===== config.mk =====
export PLATFORM = sky130hd
export DESIGN_NAME = wb_arbiter
export DESIGN_NICKNAME = d
export VERILOG_FILES = /design/src/rtl/wb_arbiter.sv
export SDC_FILE = /design/constraint.sdc
export NUM_CORES = 1
export LEC_CHECK = 0
export BUFFER_PORTS_ARGS = -buffer_cell sky130_fd_sc_hd__buf_2
export CORE_ASPECT_RATIO = 1.4
export CORE_MARGIN = 5
export CORE_UTILIZATION = 54
export CTS_CLUSTER_DIAMETER = 60
export DETAILED_ROUTE_END_ITERATION = 10
export PLACE_DENSITY = 0.92
export SLEW_MARGIN = 40
export SYNTH_ARGS = -nofsm -noshare
export SYNTH_HDL_FRONTEND = slang
export SYNTH_SLANG_ARGS = --single-unit

===== constraint.sdc =====
create_clock -name i_clk -period 2.56 [get_ports i_clk]
set_clock_uncertainty 0.1 [all_clocks]
set_input_delay 0.384 -clock i_clk [delete_from_list [all_inputs] [get_ports i_clk]]
set_output_delay 0.384 -clock i_clk [all_outputs]
set_load 0.01 [all_outputs]

===== src/rtl/wb_arbiter.sv =====
// Register-file write-port arbiter: merges ALU results with buffered MCU results.
// Keeps a busy scoreboard of pending MCU destinations and a starvation guard.
//
// Ports:
//   i_clk, i_reset_n            clock, async active-low reset
//   i_issue_valid/i_issue_rd    MCU op issued by decode (sets busy bit)
//   i_alu_valid/rd/data         single-cycle ALU result, no backpressure
//   i_mc_valid/rd/data          MCU result, accepted when o_mc_ready
//   o_mc_ready                  result FIFO not full
//   o_wr_en/addr/data           register-file write port
//   o_busy                      per-register pending MCU write
//   o_stall_req                 ALU must stay idle next cycle
//   o_err                       sticky protocol violation
module wb_arbiter #(
    parameter int REG_WIDTH    = 32,
    parameter int FILE_DEPTH   = 32,
    parameter int FIFO_DEPTH   = 2,
    parameter int STARVE_LIMIT = 4,
    localparam int ADDR_WIDTH  = $clog2(FILE_DEPTH)
) (
    input  logic                  i_clk,
    input  logic                  i_reset_n,
    input  logic                  i_issue_valid,
    input  logic [ADDR_WIDTH-1:0] i_issue_rd,
    input  logic                  i_alu_valid,
    input  logic [ADDR_WIDTH-1:0] i_alu_rd,
    input  logic [REG_WIDTH-1:0]  i_alu_data,
    input  logic                  i_mc_valid,
    input  logic [ADDR_WIDTH-1:0] i_mc_rd,
    input  logic [REG_WIDTH-1:0]  i_mc_data,
    output logic                  o_mc_ready,
    output logic                  o_wr_en,
    output logic [ADDR_WIDTH-1:0] o_wr_addr,
    output logic [REG_WIDTH-1:0]  o_wr_data,
    output logic [FILE_DEPTH-1:0] o_busy,
    output logic                  o_stall_req,
    output logic                  o_err
);

    localparam int PTR_W = $clog2(FIFO_DEPTH);
    localparam int CNT_W = PTR_W + 1;
    localparam int STV_W = $clog2(STARVE_LIMIT + 1);

    localparam logic [CNT_W-1:0] CNT_FULL   = CNT_W'(FIFO_DEPTH);
    localparam logic [STV_W-1:0] STV_LIMIT  = STV_W'(STARVE_LIMIT);
    localparam logic [ADDR_WIDTH-1:0] RD_X0 = '0;

    // FIFO storage and control
    logic [ADDR_WIDTH-1:0] fifo_rd_q   [FIFO_DEPTH];
    logic [ADDR_WIDTH-1:0] fifo_rd_d   [FIFO_DEPTH];
    logic [REG_WIDTH-1:0]  fifo_data_q [FIFO_DEPTH];
    logic [REG_WIDTH-1:0]  fifo_data_d [FIFO_DEPTH];
    logic [PTR_W-1:0]      wr_ptr_q, wr_ptr_d;
    logic [PTR_W-1:0]      rd_ptr_q, rd_ptr_d;
    logic [CNT_W-1:0]      count_q, count_d;

    // Scoreboard, starvation guard, error flag
    logic [FILE_DEPTH-1:0] busy_q, busy_d;
    logic [STV_W-1:0]      starve_q, starve_d;
    logic                  stall_q, stall_d;
    logic                  err_q, err_d;

    // Write-port selection
    logic                  fifo_ne;
    logic                  push;
    logic                  pop;
    logic                  alu_won;
    logic                  alu_drop;
    logic                  sel_valid;
    logic [ADDR_WIDTH-1:0] sel_rd;
    logic [REG_WIDTH-1:0]  sel_data;
    logic [ADDR_WIDTH-1:0] head_rd;
    logic [REG_WIDTH-1:0]  head_data;
    logic                  wr_en;

    assign head_rd   = fifo_rd_q[rd_ptr_q];
    assign head_data = fifo_data_q[rd_ptr_q];
    assign fifo_ne   = (count_q != '0);
    assign o_mc_ready = (count_q != CNT_FULL);
    assign push      = i_mc_valid && o_mc_ready;

    // Priority: forced drain under stall, then ALU, then FIFO head.
    always_comb begin
        pop       = 1'b0;
        alu_won   = 1'b0;
        alu_drop  = 1'b0;
        sel_valid = 1'b0;
        sel_rd    = '0;
        sel_data  = '0;
        if (stall_q && fifo_ne) begin
            pop       = 1'b1;
            alu_drop  = i_alu_valid;
            sel_valid = 1'b1;
            sel_rd    = head_rd;
            sel_data  = head_data;
        end else if (i_alu_valid) begin
            alu_won   = fifo_ne;
            sel_valid = 1'b1;
            sel_rd    = i_alu_rd;
            sel_data  = i_alu_data;
        end else if (fifo_ne) begin
            pop       = 1'b1;
            sel_valid = 1'b1;
            sel_rd    = head_rd;
            sel_data  = head_data;
        end
    end

    // x0 is never written; the port is also held quiet during reset.
    assign wr_en     = sel_valid && (sel_rd != RD_X0) && i_reset_n;
    assign o_wr_en   = wr_en;
    assign o_wr_addr = wr_en ? sel_rd : '0;
    assign o_wr_data = wr_en ? sel_data : '0;

    always_comb begin
        fifo_rd_d   = fifo_rd_q;
        fifo_data_d = fifo_data_q;
        wr_ptr_d    = wr_ptr_q;
        rd_ptr_d    = rd_ptr_q;
        count_d     = count_q;
        if (push) begin
            fifo_rd_d[wr_ptr_q]   = i_mc_rd;
            fifo_data_d[wr_ptr_q] = i_mc_data;
            wr_ptr_d              = wr_ptr_q + 1'b1;
        end
        if (pop) begin
            rd_ptr_d = rd_ptr_q + 1'b1;
        end
        case ({push, pop})
            2'b10:   count_d = count_q + 1'b1;
            2'b01:   count_d = count_q - 1'b1;
            default: count_d = count_q;
        endcase
    end

    // Clear on pop first so a same-cycle issue to that rd keeps the bit set.
    always_comb begin
        busy_d = busy_q;
        if (pop) begin
            busy_d[head_rd] = 1'b0;
        end
        if (i_issue_valid) begin
            busy_d[i_issue_rd] = 1'b1;
        end
        busy_d[0] = 1'b0;
    end

    always_comb begin
        starve_d = starve_q;
        stall_d  = stall_q;
        if (pop) begin
            starve_d = '0;
            stall_d  = 1'b0;
        end else begin
            if (alu_won && (starve_q != STV_LIMIT)) begin
                starve_d = starve_q + 1'b1;
            end
            if (starve_d == STV_LIMIT) begin
                stall_d = 1'b1;
            end
        end
    end

    // Popping x0 is legal and untracked, so it never flags.
    always_comb begin
        err_d = err_q;
        if (pop && (head_rd != RD_X0) && !busy_q[head_rd]) begin
            err_d = 1'b1;
        end
        if (i_alu_valid && busy_q[i_alu_rd]) begin
            err_d = 1'b1;
        end
        if (alu_drop) begin
            err_d = 1'b1;
        end
    end

    always_ff @(posedge i_clk or negedge i_reset_n) begin
        if (!i_reset_n) begin
            for (int i = 0; i < FIFO_DEPTH; i++) begin
                fifo_rd_q[i]   <= '0;
                fifo_data_q[i] <= '0;
            end
            wr_ptr_q <= '0;
            rd_ptr_q <= '0;
            count_q  <= '0;
            busy_q   <= '0;
            starve_q <= '0;
            stall_q  <= 1'b0;
            err_q    <= 1'b0;
        end else begin
            fifo_rd_q   <= fifo_rd_d;
            fifo_data_q <= fifo_data_d;
            wr_ptr_q    <= wr_ptr_d;
            rd_ptr_q    <= rd_ptr_d;
            count_q     <= count_d;
            busy_q      <= busy_d;
            starve_q    <= starve_d;
            stall_q     <= stall_d;
            err_q       <= err_d;
        end
    end

    assign o_busy      = busy_q;
    assign o_stall_req = stall_q;
    assign o_err       = err_q;

endmodule


==> results of run 1 <==
-- cell type report --
| class | instances | area (um2) |
|---|---|---|
| antenna | 2 | 5.00 |
| sequential | 114 | 2850 |
| tap | 144 | 180 |
| clock buffer | 19 | 453 |
| multi-input combinational | 435 | 3270 |
| inverter | 8 | 30.0 |
| fill | 844 | 3320 |
| timing repair buffer | 186 | 1130 |
| clock inverter | 13 | 151 |
-- registers in the layout (all words and copies together) (netlist names) --
register,count
count_q,2
fifo_data_q,64
fifo_rd_q,10
o_busy,31
o_err,1
o_stall_req,1
rd_ptr_q,1
starve_q,3
wr_ptr_q,1
-- placed cells by master (no fill, tap or decap), types with 3 or more instances in the layout --
master / instances
buf_2: 152
dfrtp_1: 113
mux2_2: 79
o21ai_0: 64
nor2_1: 58
mux2i_1: 44
a21oi_1: 35
buf_4: 22
clkbuf_16: 19
nand2_1: 18
nor2_2: 18
a21boi_0: 18
nand3b_1: 10
nand3_1: 8
inv_1: 7
or3b_2: 6
xnor2_1: 5
mux4_2: 5
clkinv_4: 5
buf_12: 5
nand4b_1: 4
a22oi_1: 4
inv_6: 4
buf_6: 4
or3_1: 3
ha_1: 3
-- metrics by stage --
| stage | instance area, um2 | worst slack (ps) | utilization | hold WS, ps | cells |
|---|---|---|---|---|---|
| 2_1_floorplan | 6320 | 291 | - | -11.6 | 587 |
| 3_3_place_gp | 7320 | 163 | 0.643 | 132 | 879 |
| 3_5_place_dp | 7320 | 144 | 0.643 | 135 | 879 |
| 4_1_cts | 7940 | -306 | 0.697 | 111 | 912 |
| 5_1_grt | 8080 | -359 | 0.709 | 113 | 921 |
| 6_report | 8080 | -308 | 0.709 | 113 | 921 |
-- synthesized netlist by cell type (all sizes together) (8+ instances only) --
master    n
o21ai    64
mux2i    44
a21boi   19
nand2    18
mux2     80
nand3b   10
nor2     78
buf      26
nand3    10
dfrtp   114
a21oi    35
inv       8
-- layer usage --
| layer | part of all wire | up-vias | wire (um) | global-route usage |
|---|---|---|---|---|
| li1 | - | 2506 | - | - |
| met2 | 0.53 | 304 | 10300 | 0.467 |
| met1 | 0.35 | 2752 | 6810 | 0.305 |
| met5 | 0 | - | 0 | 0 |
| met4 | 0.050 | 0 | 969 | 0.143 |
| met3 | 0.069 | 82 | 1340 | 0.0579 |
-- timing repair --
action	CTS	global route
cloned	0	3
setup endpoints to repair	37	39
hold endpoints to repair	7	0
setup buffers	0	4
pin swaps	0	3
hold buffers	1	0
gates resized for setup	1	6
-- cells by family (layout without fill, tap and decap cells) --
kind of cell	Yosys count	after routing
other	1	3
adder cells (fa/ha/maj)	3	3
flip-flops	114	114
AND/OR/NAND/NOR	147	147
buffers and inverters	38	226
multiplexers	129	129
AO/OA/AOI/OAI	148	148
XOR/XNOR	7	7
-- power breakdown --
group	leakage, uW	internal, uW	switching, uW
Clock	0.000295	1500	875
Sequential	0.00136	2710	757
Combinational	0.00207	2340	2600
-- path summary, 6_finish.rpt --
kind	slack [ps]	from	depth (start not counted)	end
hold / removal	110	i_mc_data[10]	2	fifo_data_q[42]
setup / recovery	-310	rd_ptr_q	8	o_wr_data[4]
setup reg to reg	100	rd_ptr_q	7	o_err
min in group asynchronous	280	i_reset_n	2	o_stall_req
max in group asynchronous	750	i_reset_n	4	o_busy[15]
hold reg to reg	380	o_err	2	o_err
==> flow_metrics.env, run 1 <==
export IMPL_required_ps=2080
export IMPL_crit_type="flip-flop to output pin"
export IMPL_rows=46
export IMPL_finalHoldViolations=0
export IMPL_yosys_area_share_simple=0.123
export IMPL_fin_ws_ps=-308
export IMPL_die_x_um=101
export IMPL_clkTransAtPathRegs_ps=60
export IMPL_synth_top_family_by_area="multiplexers"
export IMPL_drive_gt1_frac=0.440
export IMPL_drt_iter0_drc=418
export IMPL_grt_overflow_total=0
export IMPL_worstSetupEndpointType="output pin"
export IMPL_routedWlPerCell_um=21.1
export IMPL_clock_root_buffer="clkbuf_16"
export IMPL_slew_headroom=0.598
export IMPL_max_cap_viol_count=0
export IMPL_clk_path_buf_depth=2
export IMPL_synth_area_leaders="dfrtp_1, mux2_2, mux2i_1"
export IMPL_synth_compound_area_frac=0.144
export IMPL_area_growth_pct=27.8
export IMPL_syn_area_um2=6320
export IMPL_viasPerCell=6.13
export IMPL_io_buffers=155
export IMPL_drc=0
export IMPL_antenna_found_initial=2
export IMPL_synth_adder_area_share=0.00594
export IMPL_min_period_ps=2870
export IMPL_setup_tns_final_ps=-10480
export IMPL_grt_pass1_vias=5964
export IMPL_grt_pass1_wl_um=29900
export IMPL_core_area_um2=11400
export IMPL_grt_max_degree=69
export IMPL_die_area_um2=14000
export IMPL_p_leak_uw=0.00372
export IMPL_cp_slowest_cell="dfrtp_2"
export IMPL_slew_viol_final=0
export IMPL_crit_arrival_ps=2380
export IMPL_synth_nets=674
export IMPL_synth_flop_cell="dfrtp_1"
export IMPL_yosysWarnings=0
export IMPL_failed_checks="negative setup slack"
export IMPL_crit_buf_inv=3
export IMPL_ios=157
export IMPL_status="finished, violations left"
export IMPL_setup_violations=37
export IMPL_die_h_um=138
export IMPL_final_net_count=849
export IMPL_power_uw=10800
export IMPL_synth_top_area_cell="dfrtp_1"
export IMPL_post_route_period_util=1.12
export IMPL_synth_top_area_frac=0.451
export IMPL_num_vias=5644
export IMPL_synthXorXnorAreaFrac=0.00970
export IMPL_cts_buffers=17
export IMPL_initial_core_util=0.555
export IMPL_hpwl_um=13600
export IMPL_synth_seq_area_share=0.451
export IMPL_hold_class="primary input to flip-flop"
export IMPL_cts_tree="built"
export IMPL_syn_area_per_cell_um2=10.8
export IMPL_synth_edf_count=0
export IMPL_first_pass_iters=5
export IMPL_clock_latency_ps=410
export IMPL_startpoint_type="flip-flop"
export IMPL_path_cells="or3b_4 > a211oi_2 > o22ai_2 > a31oi_4 > buf_12 > clkbuf_16 > nor2_2 > buf_2"
export IMPL_crit_family="compound AO/OA/AOI/OAI gates"
export IMPL_synth_seq_cells=114
export IMPL_routed_wl_um=19400
export IMPL_htree_levels=4
export IMPL_crit_fanout=8
export IMPL_ir_worst_vdd_uv=779
export IMPL_rsz0062_at_grt="true"
export IMPL_netlist_instances=587
export IMPL_power_density_nw_per_um2=1330
export IMPL_synthMuxAreaShare=0.231
export IMPL_ant_nets=0
export IMPL_critPathMaxStageDelay_ps=430
export IMPL_async_reset_ff_frac=1.00
export IMPL_tightest_slew_ps=604
export IMPL_ys_types=64
export IMPL_grt_usage=0.270
export IMPL_gp_congestion=0.997
export IMPL_cts_num_sinks=114
export IMPL_max_freq_mhz=349
No activity file was read; power rests on OpenSTA's default activity.
==> inputs of run 2 (changes only) <==
CELL_PAD_IN_SITES_DETAIL_PLACEMENT = 0   (was unset)
CELL_PAD_IN_SITES_GLOBAL_PLACEMENT = 1   (was unset)
CORE_UTILIZATION = 42   (was 54)
==> run 2 against run 1 <==
  * The flow finishes with violations (negative hold slack, negative setup slack)
  * Critical path depth stayed put
  * Worst hold slack lost 150 ps
  * Power fell by 0.30%
  * Die area grew 26%
  * Sequential power hardly changed
  * Global-route usage down 5.7 points
  * Final area increased by 2.7%
  * First-iteration DRC count is 18% lower
  * Non-clock buffer count is 5 higher
  * Critical path type unchanged
  * Register-to-register slack gained 130 ps
  * Via count down 1.9%
  * Largest power group unchanged
==> flow_metrics.env, run 2 (synthesis results as in run 1) <==
export IMPL_drive_gt1_frac=0.454
export IMPL_finalHoldViolations=21
export IMPL_r2r_cells=6
export IMPL_rows=53
export IMPL_core_area_um2=14900
export IMPL_timing_rr_end="o_err"
export IMPL_gr_usage_met2=0.376
export IMPL_ant_nets=0
export IMPL_hold_class="primary input to async pin"
export IMPL_io_buffers=155
export IMPL_die_x_um=114
export IMPL_final_cells=973
export IMPL_cp_num_cells=8
export IMPL_grt_usage=0.213
export IMPL_finalCoreUtilization=0.556
export IMPL_pre_cts_ws_ps=116
export IMPL_dp_cells=932
export IMPL_required_ps=2080
export IMPL_ios=157
export IMPL_num_vias=5537
export IMPL_slew_viol_final=0
export IMPL_grt_overflow_total=0
export IMPL_antenna_found_initial=2
export IMPL_die_h_um=155
export IMPL_min_period_ps=2800
export IMPL_drc=0
export IMPL_path_cells="or3b_4 > a211oi_4 > o22ai_2 > a31oi_4 > buf_6 > clkbuf_16 > nor2_2 > buf_2"
export IMPL_cts_num_sinks=114
export IMPL_crit_type="flip-flop to output pin"
export IMPL_max_cap_viol_count=0
export IMPL_final_cell_mix="buf_2, dfrtp_1, mux2_2"
export IMPL_largest_reg_flops=64
export IMPL_hpwl_um=13100
export IMPL_htree_levels=4
export IMPL_post_route_period_util=1.09
export IMPL_rsz0062_at_grt="true"
export IMPL_worstSetupEndpointType="output pin"
export IMPL_status="finished, violations left"
export IMPL_clock_root_buffer="clkbuf_16"
export IMPL_max_freq_mhz=357
export IMPL_clk_path_buf_depth=2
export IMPL_rrSetupSlack_ps=230
export IMPL_cts_buffers=17
export IMPL_mostFrequentLayoutCell="buf_2"
export IMPL_critPathMaxStageDelay_ps=420
export IMPL_stdcell_area_um2=8300
export IMPL_routedWlPerCell_um=19.4
export IMPL_power_density_nw_per_um2=1300
export IMPL_crit_fanout=8
export IMPL_grt_max_degree=94
export IMPL_slew_headroom=0.628
export IMPL_top_usage_layer="met2"
export IMPL_r2r_start="rd_ptr_q"
export IMPL_grt_pass1_wl_um=29500
export IMPL_viasPerCell=5.69
export IMPL_crit_arrival_ps=2310
export IMPL_startpoint_type="flip-flop"
export IMPL_clkTransAtPathRegs_ps=60
export IMPL_crit_family="compound AO/OA/AOI/OAI gates"
export IMPL_fin_hold_ws_ps=-33.6
export IMPL_initial_core_util=0.424
export IMPL_dpl_cell_area_um2=7410
export IMPL_ir_worst_vdd_uv=692
export IMPL_cts_tree="built"
export IMPL_drt_iter0_drc=343
export IMPL_fin_ws_ps=-239
export IMPL_grt_util_met3=0.0510
export IMPL_gr_usage_met1=0.239
export IMPL_die_area_um2=17600
export IMPL_grt_pass1_vias=5714
export IMPL_p_leak_uw=0.00375
export IMPL_top_register="fifo_data_q"
export IMPL_first_pass_iters=5
export IMPL_failed_checks="negative hold slack, negative setup slack"
export IMPL_setup_violations=37
export IMPL_routed_wl_um=18900
export IMPL_area_growth_pct=31.3
export IMPL_clock_latency_ps=400
export IMPL_startpoint="rd_ptr_q"
export IMPL_tightest_slew_ps=543
export IMPL_crit_buf_inv=3
export IMPL_gp_congestion=0.994
export IMPL_cp_slowest_cell="dfrtp_2"
export IMPL_final_net_count=854
## run 2: cell types whose count changed in the layout (fill, tap and decap cells not counted), sizes merged
cell and change:
buf +6, dlygate4sd3 -1, clkbuf -1, diode -1, inv -2, clkinvlp +4
bufinv -1
## run 2: what timing repair did
action,in CTS,in global routing
buffers inserted,4,0
endpoints found under the setup margin,37,37
hold buffers,1,0
gates resized for setup,5,34
pin swaps,2,15
cloned,1,2
endpoints found under the hold margin,21,0
## run 2: power breakdown
part	leakage [uW]	switching [uW]	internal (uW)	total, uW
clock network	0.000266	864	1370	2230
logic	0.00212	2600	2470	5070
registers	0.00136	739	2710	3450
## run 2: final cells by class
cell class              instances  area (um2)
diodes                          1        2.50
clock buffers                  18         439
clock inverters                14         133
fillers                      1356        6620
inverters                       8        30.0
multi-input cells             435        3350
flip-flops and latches        114        2850
well taps                     192         240
repair buffers                191        1240
## run 2: metal layers
layer / routed length, um / vias to the layer above
li1: - / 2503
met1: 6790 / 2728
met2: 9970 / 244
met3: 1350 / 60
met4: 777 / 2
met5: 7 / -
## run 2: worst max-delay path by stage
stage,to,slack (ps)
4_1_cts,o_wr_data[10],-270
6_report,o_wr_data[24],-240
2_1_floorplan,o_wr_data[22],290
3_5_place_dp,o_wr_data[31],120
5_1_grt,o_wr_data[0],-300
3_3_place_gp,o_wr_data[19],130
## run 2: worst reg2reg max path: cells and delay by family (launching register included)
family	cells	cell delay (ps)
AOI/OAI and AO/OA	3	1140
DFF	1	440
and+or+nand+nor	2	410
buffers and inverters	1	140
## run 2: stage by stage
step | power, uW | setup TNS, ps | hold slack [ps]
floorplan | 6490 | 0 | -11.6
global placement | 7970 | 0 | 357
detailed placement | 8070 | 0 | 364
CTS | 10500 | -9430 | 2.57
global route | 11400 | -10200 | 17.9
finish | 10800 | -7680 | -33.6
